[config.mk]
export PLATFORM = sky130hd
export DESIGN_NAME = uart_tx_flat
export DESIGN_NICKNAME = d
export VERILOG_FILES = /design/src/rtl/uart_tx_if.sv /design/src/rtl/uart_tx.sv /design/src/flat_wrapper.sv
export SDC_FILE = /design/constraint.sdc
export NUM_CORES = 1
export LEC_CHECK = 0
export CORE_ASPECT_RATIO = 0.9
export CORE_UTILIZATION = 46
export DETAILED_ROUTE_END_ITERATION = 10
export GPL_ROUTABILITY_DRIVEN = 1
export GPL_TIMING_DRIVEN = 0
export HOLD_SLACK_MARGIN = 0.02
export PLACE_DENSITY_LB_ADDON = 0.25
export SLEW_MARGIN = 15
export SYNTH_ARGS = -nofsm -noshare
export SYNTH_HDL_FRONTEND = slang
export SYNTH_SLANG_ARGS = --single-unit
[constraint.sdc]
create_clock -name i_clk -period 1.74 [get_ports i_clk]
set_clock_uncertainty 0.05 [all_clocks]
set_input_delay 0.348 -clock i_clk [delete_from_list [all_inputs] [get_ports i_clk]]
set_output_delay 0.348 -clock i_clk [all_outputs]
set_load 0.02 [all_outputs]
[src/rtl/uart_tx_if.sv]
// Parallel-side bundle of the UART transmitter: payload request plus the serial line and busy flag.
// The master drives the request; the transmitter sits on the slave modport.
interface uart_tx_if #(
  parameter int DATA_WIDTH = 8
);
  logic [DATA_WIDTH-1:0] i_p_data;
  logic                  i_data_valid;
  logic                  i_par_en;
  logic                  i_par_typ;
  logic                  o_tx_out;
  logic                  o_busy;

  modport master (
    output i_p_data, i_data_valid, i_par_en, i_par_typ,
    input  o_tx_out, o_busy
  );

  modport slave (
    input  i_p_data, i_data_valid, i_par_en, i_par_typ,
    output o_tx_out, o_busy
  );
endinterface

[src/rtl/uart_tx.sv]
// UART transmitter: one serial bit per i_clk cycle, start / LSB-first data / optional parity / stop.
// Outputs are registered, so the start bit appears the cycle after the accepting edge.
module uart_tx #(
  parameter int DATA_WIDTH = 8
) (
  input  logic         i_clk,
  input  logic         i_rst_n,
  uart_tx_if.slave     bus
);
  localparam int                CNT_W    = (DATA_WIDTH > 1) ? $clog2(DATA_WIDTH) : 1;
  localparam logic [CNT_W-1:0]  LAST_IDX = CNT_W'(DATA_WIDTH - 1);

  localparam logic [2:0] IDLE   = 3'd0;
  localparam logic [2:0] START  = 3'd1;
  localparam logic [2:0] DATA   = 3'd2;
  localparam logic [2:0] PARITY = 3'd3;
  localparam logic [2:0] STOP   = 3'd4;

  logic [2:0]            state_reg;
  logic [DATA_WIDTH-1:0] shift_reg;
  logic [CNT_W-1:0]      cnt_reg;
  logic                  par_en_reg;
  logic                  par_reg;
  logic                  tx_reg;
  logic                  busy_reg;

  // state_reg names the bit currently on the line; tx_reg is loaded with the next bit at each edge.
  always_ff @(posedge i_clk) begin
    if (!i_rst_n) begin
      state_reg  <= IDLE;
      shift_reg  <= '0;
      cnt_reg    <= '0;
      par_en_reg <= 1'b0;
      par_reg    <= 1'b0;
      tx_reg     <= 1'b1;
      busy_reg   <= 1'b0;
    end else begin
      case (state_reg)
        IDLE: begin
          if (bus.i_data_valid) begin
            shift_reg  <= bus.i_p_data;
            par_en_reg <= bus.i_par_en;
            par_reg    <= (^bus.i_p_data) ^ bus.i_par_typ;
            cnt_reg    <= '0;
            tx_reg     <= 1'b0;
            busy_reg   <= 1'b1;
            state_reg  <= START;
          end
        end
        START: begin
          tx_reg    <= shift_reg[0];
          shift_reg <= shift_reg >> 1;
          state_reg <= DATA;
        end
        DATA: begin
          if (cnt_reg == LAST_IDX) begin
            cnt_reg <= '0;
            if (par_en_reg) begin
              tx_reg    <= par_reg;
              state_reg <= PARITY;
            end else begin
              tx_reg    <= 1'b1;
              state_reg <= STOP;
            end
          end else begin
            cnt_reg   <= cnt_reg + CNT_W'(1);
            tx_reg    <= shift_reg[0];
            shift_reg <= shift_reg >> 1;
          end
        end
        PARITY: begin
          tx_reg    <= 1'b1;
          state_reg <= STOP;
        end
        STOP: begin
          // The cycle after the stop bit is a guaranteed idle-high cycle.
          tx_reg    <= 1'b1;
          busy_reg  <= 1'b0;
          state_reg <= IDLE;
        end
        default: begin
          tx_reg    <= 1'b1;
          busy_reg  <= 1'b0;
          state_reg <= IDLE;
        end
      endcase
    end
  end

  assign bus.o_tx_out = tx_reg;
  assign bus.o_busy   = busy_reg;
endmodule

[src/flat_wrapper.sv]
// flat-port wrapper written by rule: the top's interface ports become plain ports
module uart_tx_flat 
#(
  parameter int DATA_WIDTH = 8
)
  (i_clk, i_rst_n, bus_i_p_data, bus_i_data_valid, bus_i_par_en, bus_i_par_typ, bus_o_tx_out, bus_o_busy);
  uart_tx_if #(.DATA_WIDTH(DATA_WIDTH)) bus_i ();
  input  logic i_clk;
  input  logic i_rst_n;
  input wire logic [$bits(bus_i.i_p_data)-1:0] bus_i_p_data;
  input wire logic [$bits(bus_i.i_data_valid)-1:0] bus_i_data_valid;
  input wire logic [$bits(bus_i.i_par_en)-1:0] bus_i_par_en;
  input wire logic [$bits(bus_i.i_par_typ)-1:0] bus_i_par_typ;
  output wire logic [$bits(bus_i.o_tx_out)-1:0] bus_o_tx_out;
  output wire logic [$bits(bus_i.o_busy)-1:0] bus_o_busy;
  assign bus_i.i_p_data = bus_i_p_data;
  assign bus_i.i_data_valid = bus_i_data_valid;
  assign bus_i.i_par_en = bus_i_par_en;
  assign bus_i.i_par_typ = bus_i_par_typ;
  assign bus_o_tx_out = bus_i.o_tx_out;
  assign bus_o_busy = bus_i.o_busy;
  uart_tx #(.DATA_WIDTH(DATA_WIDTH)) u_core (.i_clk(i_clk), .i_rst_n(i_rst_n), .bus(bus_i));
endmodule
=== After elaboration in Yosys (flattened, before gate mapping) ===
Index checks and enable logic that the tools add are counted.

* Word-level logic and storage cells: 43
* Bits in registers: 18
* Output and inout bits: 2
* Bits of input ports: 13

* Multiplexer cells: 16
* Bitwise logic cells: 2
* $add $sub $neg: 1
* Equal/unequal tests: 7
* Reductions and logical operators: 10

{| class="wikitable"
|+ Operator list
! cell !! count
|-
| $pmux W8 S3 || 1
|-
| $mux W8 || 2
|-
| $mux W3 || 5
|-
| $pmux W3 S4 || 1
|-
| $reduce_and A2 Y1 || 4
|-
| $reduce_xor A8 Y1 || 1
|-
| $eq A3 B2 Y1 const B || 2
|-
| $pmux W3 S2 || 1
|-
| $mux W1 || 4
|-
| $ne A2 B2 Y1 const B || 2
|-
| $add A3 B1 Y3 const B || 1
|-
| $eq A3 B1 Y1 const B || 1
|-
| $eq A3 B3 Y1 const B || 1
|-
| $logic_not A3 Y1 || 1
|-
| $pmux W1 S3 || 1
|-
| $reduce_and A3 Y1 || 1
|-
| $reduce_bool A3 Y1 || 1
|-
| $reduce_or A3 Y1 || 1
|-
| $ne A2 B1 Y1 const B || 1
|-
| $pmux W1 S2 || 1
|-
| $reduce_bool A2 Y1 || 1
|-
| $not A1 Y1 || 1
|-
| $xor A1 B1 Y1 || 1
|}

=== Logic depth before layout (Yosys ltp) ===
* Depth after elaboration: 4
* Depth in mapped cells: 7
* Depth with buffers taken out: 6

=== Worst setup path after synthesis ===
OpenSTA, ideal clock, no wires.

* Kind: register to register
* From: reg u_core.cnt_reg[0]
* To: reg u_core.shift_reg[5]
* Data required time: 1.602 ns
* Path slack: -0.122 ns
* Clock period less this slack: 1.862 ns
* Stages on the path, launching flop included: 8
* Path buffers: 1
* Setup time: 0.088 ns
* Arrival: 1.724 ns
* Cell sequence: dfxtp_1 ha_1 ha_1 or3b_4 a21oi_4 buf_6 nor2_1 a311oi_2

* Longest elaborated chain between the ends: 3

{| class="wikitable"
|+ RTL lines
! item !! RTL line !! source
|-
| from (decl) || uart_tx.sv:21 || <nowiki>logic [CNT_W-1:0] cnt_reg;</nowiki>
|-
| from (signal assigned) || uart_tx.sv:66 || <nowiki>cnt_reg <= cnt_reg + CNT_W'(1);</nowiki>
|-
| $eq A3 B3 Y1 || uart_tx.sv:56 || <nowiki>if (cnt_reg == LAST_IDX) begin</nowiki>
|-
| $ne A2 B2 Y1 (no line) || n/a ||
|-
| $reduce_and A3 Y1 (no line) || n/a ||
|-
| to (signal assigned) || uart_tx.sv:41 || <nowiki>shift_reg <= bus.i_p_data;</nowiki>
|-
| to (signal assigned) || uart_tx.sv:52 || <nowiki>shift_reg <= shift_reg >> 1;</nowiki>
|-
| to (signal assigned) || uart_tx.sv:68 || <nowiki>shift_reg <= shift_reg >> 1;</nowiki>
|-
| to (decl) || uart_tx.sv:20 || <nowiki>logic [DATA_WIDTH-1:0] shift_reg;</nowiki>
|}

No other way between the ends.
A chain may end at the register's enable or synchronous reset.

=== Worst setup path after layout ===
* From: reg u_core.cnt_reg[1]
* To: reg u_core.shift_reg[6]

Same word-level chain as after synthesis.

==> metrics.md <==
| Metric | Value |
|---|---|
| Area Growth Syn to Fin | 33.7% |
| Post-Synth Adder-Cell Area | 2.66% |
| Vias in the first global route | 792 |
| Clock-pin transition on the worst setup and hold timing paths | 0.11 ns |
| PwrDens | 819 nW/µm² |
| Share of layout cells above drive strength 1 | 21.5% |
| Synth top area share | between 30% and 40% |
| CP delay by family, top | simple AND/OR/NAND/NOR gates |
| Top Ports | 15 |
| Slew Viols, Final | 0 |
| Final #Nets | about 150 |
| Hold slack final | 0.421 ns |
| Largest cells by area after synthesis | dfxtp_1 (38%), nor2_1 (8.4%), o21ai_0 (4.8%), a311oi_2 (4.8%), nand2_1 (4.0%) |
| Ant. Diodes | 0 |
| Most frequent cells in the layout | nor2_1 (16), dfxtp_1 (16), clkdlybuf4s50_1 (14) |
| Die Ht | about 45 µm |
| Netlist Area Pre-Place | around 940 µm² |
| H-tree levels | 1 |
| Failing checks | negative setup slack |
| CTS Root Cell | clkbuf_4 |
| Leakage | 0.478 nW |
| Class of the worst hold path | reg2reg |
| Relative max-transition margin | approximately three fifths |
| CP startpoint kind | flop |
| Clock tree buffer depth | 2 |
| Synth Area in Compound Gates | 24.2% |
| Clk Latency, worst-skew pair | approximately 0.30 ns |
| Total GRT Usage | 21.2% |
| DR vias/cell | around 5.5 |
| Count of input and output buffers | 14 |
| Chip width | around 50 µm |
| Worst Path Max Fanout | 6 |
| Sink Count | 18 |
| Initial Utilization | between 40% and 50% |
| Synth Area in Simple Gates | approximately 20% |
| RSZ-0062 raised after global routing | yes |
| Core area | 1910 µm² |
| Wire per inst | 13.2 µm |
| #FFs+latches synth | 18 |
| Antenna violation net count after detailed routing | 0 |
| Sequential area share after synthesis | 38.2% |
| Max FFs per register | 8 |
| Critical Path AT | roughly 1.9 ns |
| Crit path kind | reg2reg |
| Worst Setup End Kind | flop |
| Fin. Hold Viols | 0 |
| CTS tree | done |
| Post-Synth XOR/XNOR Area | 7.97% |
| Drt first pass iters | 4 |
| Post-DP HPWL | between 1000 and 1500 µm |
| Post-Synthesis Cells | around 110 |
| Yosys top cell by area | dfxtp_1 |
| Initial antenna violation count | 0 |
| Peak VDD IR | 573 µV |
| Period minus WS final | 1.80 ns |
| WL final | 2050 µm |
| Drt drc | 0 |
| Vias | between 800 and 900 |
| Period utilization | 103% |
| Placement Setup Slack | -0.307 ns |
| Gpl congestion | 0.852 |
| Power, Total | about 1.0 mW |
| CP Data Required Time | between 1.5 and 2 ns |
| Highest Clock Rate | approximately 560 MHz |
| First-pass GRT wire length | roughly 3500 µm |
| Syn. warnings | 0 |
| Main combinational cell family by area after synthesis | compound AO/OA/AOI/OAI gates |
| Mean Syn Cell Area | between 8 and 9 µm² |
| WP buf/inv | 2 |
| Die area | 2230 µm² |
| # rows | 15 |
| Net count after synthesis | 122 |
| Cell Chain, Critical Path | ha_4 -> ha_4 -> or3b_4 -> a21oi_4 -> buf_6 -> buf_6 -> a311oi_2 |
| Status | finished with violations |
| Num CTS Buffers | 3 |
| Netlist cell types | 30 |
| Max Cap Violations | 0 |
| Min setup slack post-route | -0.0551 ns |
| Overflow left after global routing | 0 |
| Iteration-0 DRC Markers | 23 |
| Worst Tran Pin Value | ~0.62 ns |
| Largest net degree at the start of global routing | 11 |
| Multiplexer share of the synthesized area | around 2.3% |
| Critical Path Max Stage Delay | ~0.38 ns |
| Slowest cell on crit path | or3b_4 |
| Final Setup Violations | 8 |
## per-layer routing
layer / share of wire, % / wire (µm) / vias to the layer above / GRT usage (%)
met5: 0 / 0 / - / 0
met4: 2.4 / 49 / 0 / 8.57
met3: 4.4 / 91 / 7 / 7.07
met2: 46 / 948 / 21 / 34.9
met1: 47 / 958 / 388 / 26.0
li1: - / - / 429 / -
## final timing paths
path	from	endpoint	slack [ns]	cells past startpoint
worst max-delay path	u_core.cnt_reg[1]	u_core.shift_reg[6]	-0.06	7
worst min-delay path	u_core.shift_reg[4]	u_core.shift_reg[3]	0.42	2
worst max register to register	u_core.cnt_reg[1]	u_core.shift_reg[6]	-0.06	7
worst min register to register	u_core.shift_reg[4]	u_core.shift_reg[3]	0.42	2
## what timing repair did
item | 4_1_cts | 5_1_grt
hold buffers | 0 | 0
resized for setup | 9 | 6
endpoints found under the setup margin | 9 | 8
hold endpoints to repair | 0 | 0
pin swaps | 6 | 5
buffers inserted | 5 | 0
## worst reg2reg max path, delay by kind of cell, from the launching register on
family          cells  cell delay (ns)
compound gates      2             0.30
flops               1             0.35
simple gates        1             0.38
fa+ha+maj           2             0.31
buf+inv             2             0.28
## cells in the mapped netlist
library cell,number
a31oi_1,2
inv_1,4
nor2b_1,2
or3b_4,1
o22ai_1,1
xnor3_1,1
nor3b_1,2
nor4_1,1
o21ai_0,9
a211o_1,1
nand2_1,10
nor2_1,21
a21oi_1,3
o21bai_1,1
xnor2_1,4
a311oi_2,3
nor4b_1,1
dfxtp_1,18
nand3b_1,1
clkbuf_1,3
nand2b_1,1
mux2_2,1
a21oi_4,1
a32oi_1,3
o211a_1,1
xor2_1,2
ha_1,2
mux2i_1,1
buf_6,2
a311oi_1,4
## layout make-up
cell class              instances  area, µm²
plain buffers                   5       33.8
clock buffers                   4       36.3
fillers                       170        654
inverters                       4       15.0
multi-input cells              80        592
flip-flops and latches         18        363
well taps                      25       31.3
repair buffers                 19        189
## through the flow
stage,setup TNS [ns],area [µm²],utilization [%],std cells
floorplan,-0.126,957,-,107
global placement,-1.20,1130,59.0,146
detailed placement,-1.36,1130,59.0,146
CTS,-0.307,1240,64.6,155
global route,-0.796,1260,65.8,155
finish,-0.290,1260,65.8,155
## power by group
part | internal (mW) | switching [mW] | leakage, nW
clock | 0.128 | 0.133 | 0.0210
combinational | 0.150 | 0.142 | 0.308
sequential | 0.452 | 0.0270 | 0.149
## cell families after synthesis
family,count (synthesis)
compound gates,29
xor+xnor,7
fa+ha+maj,2
buf+inv,9
flops,18
mux,2
simple gates,40
Power figures use the tool's default switching activity.
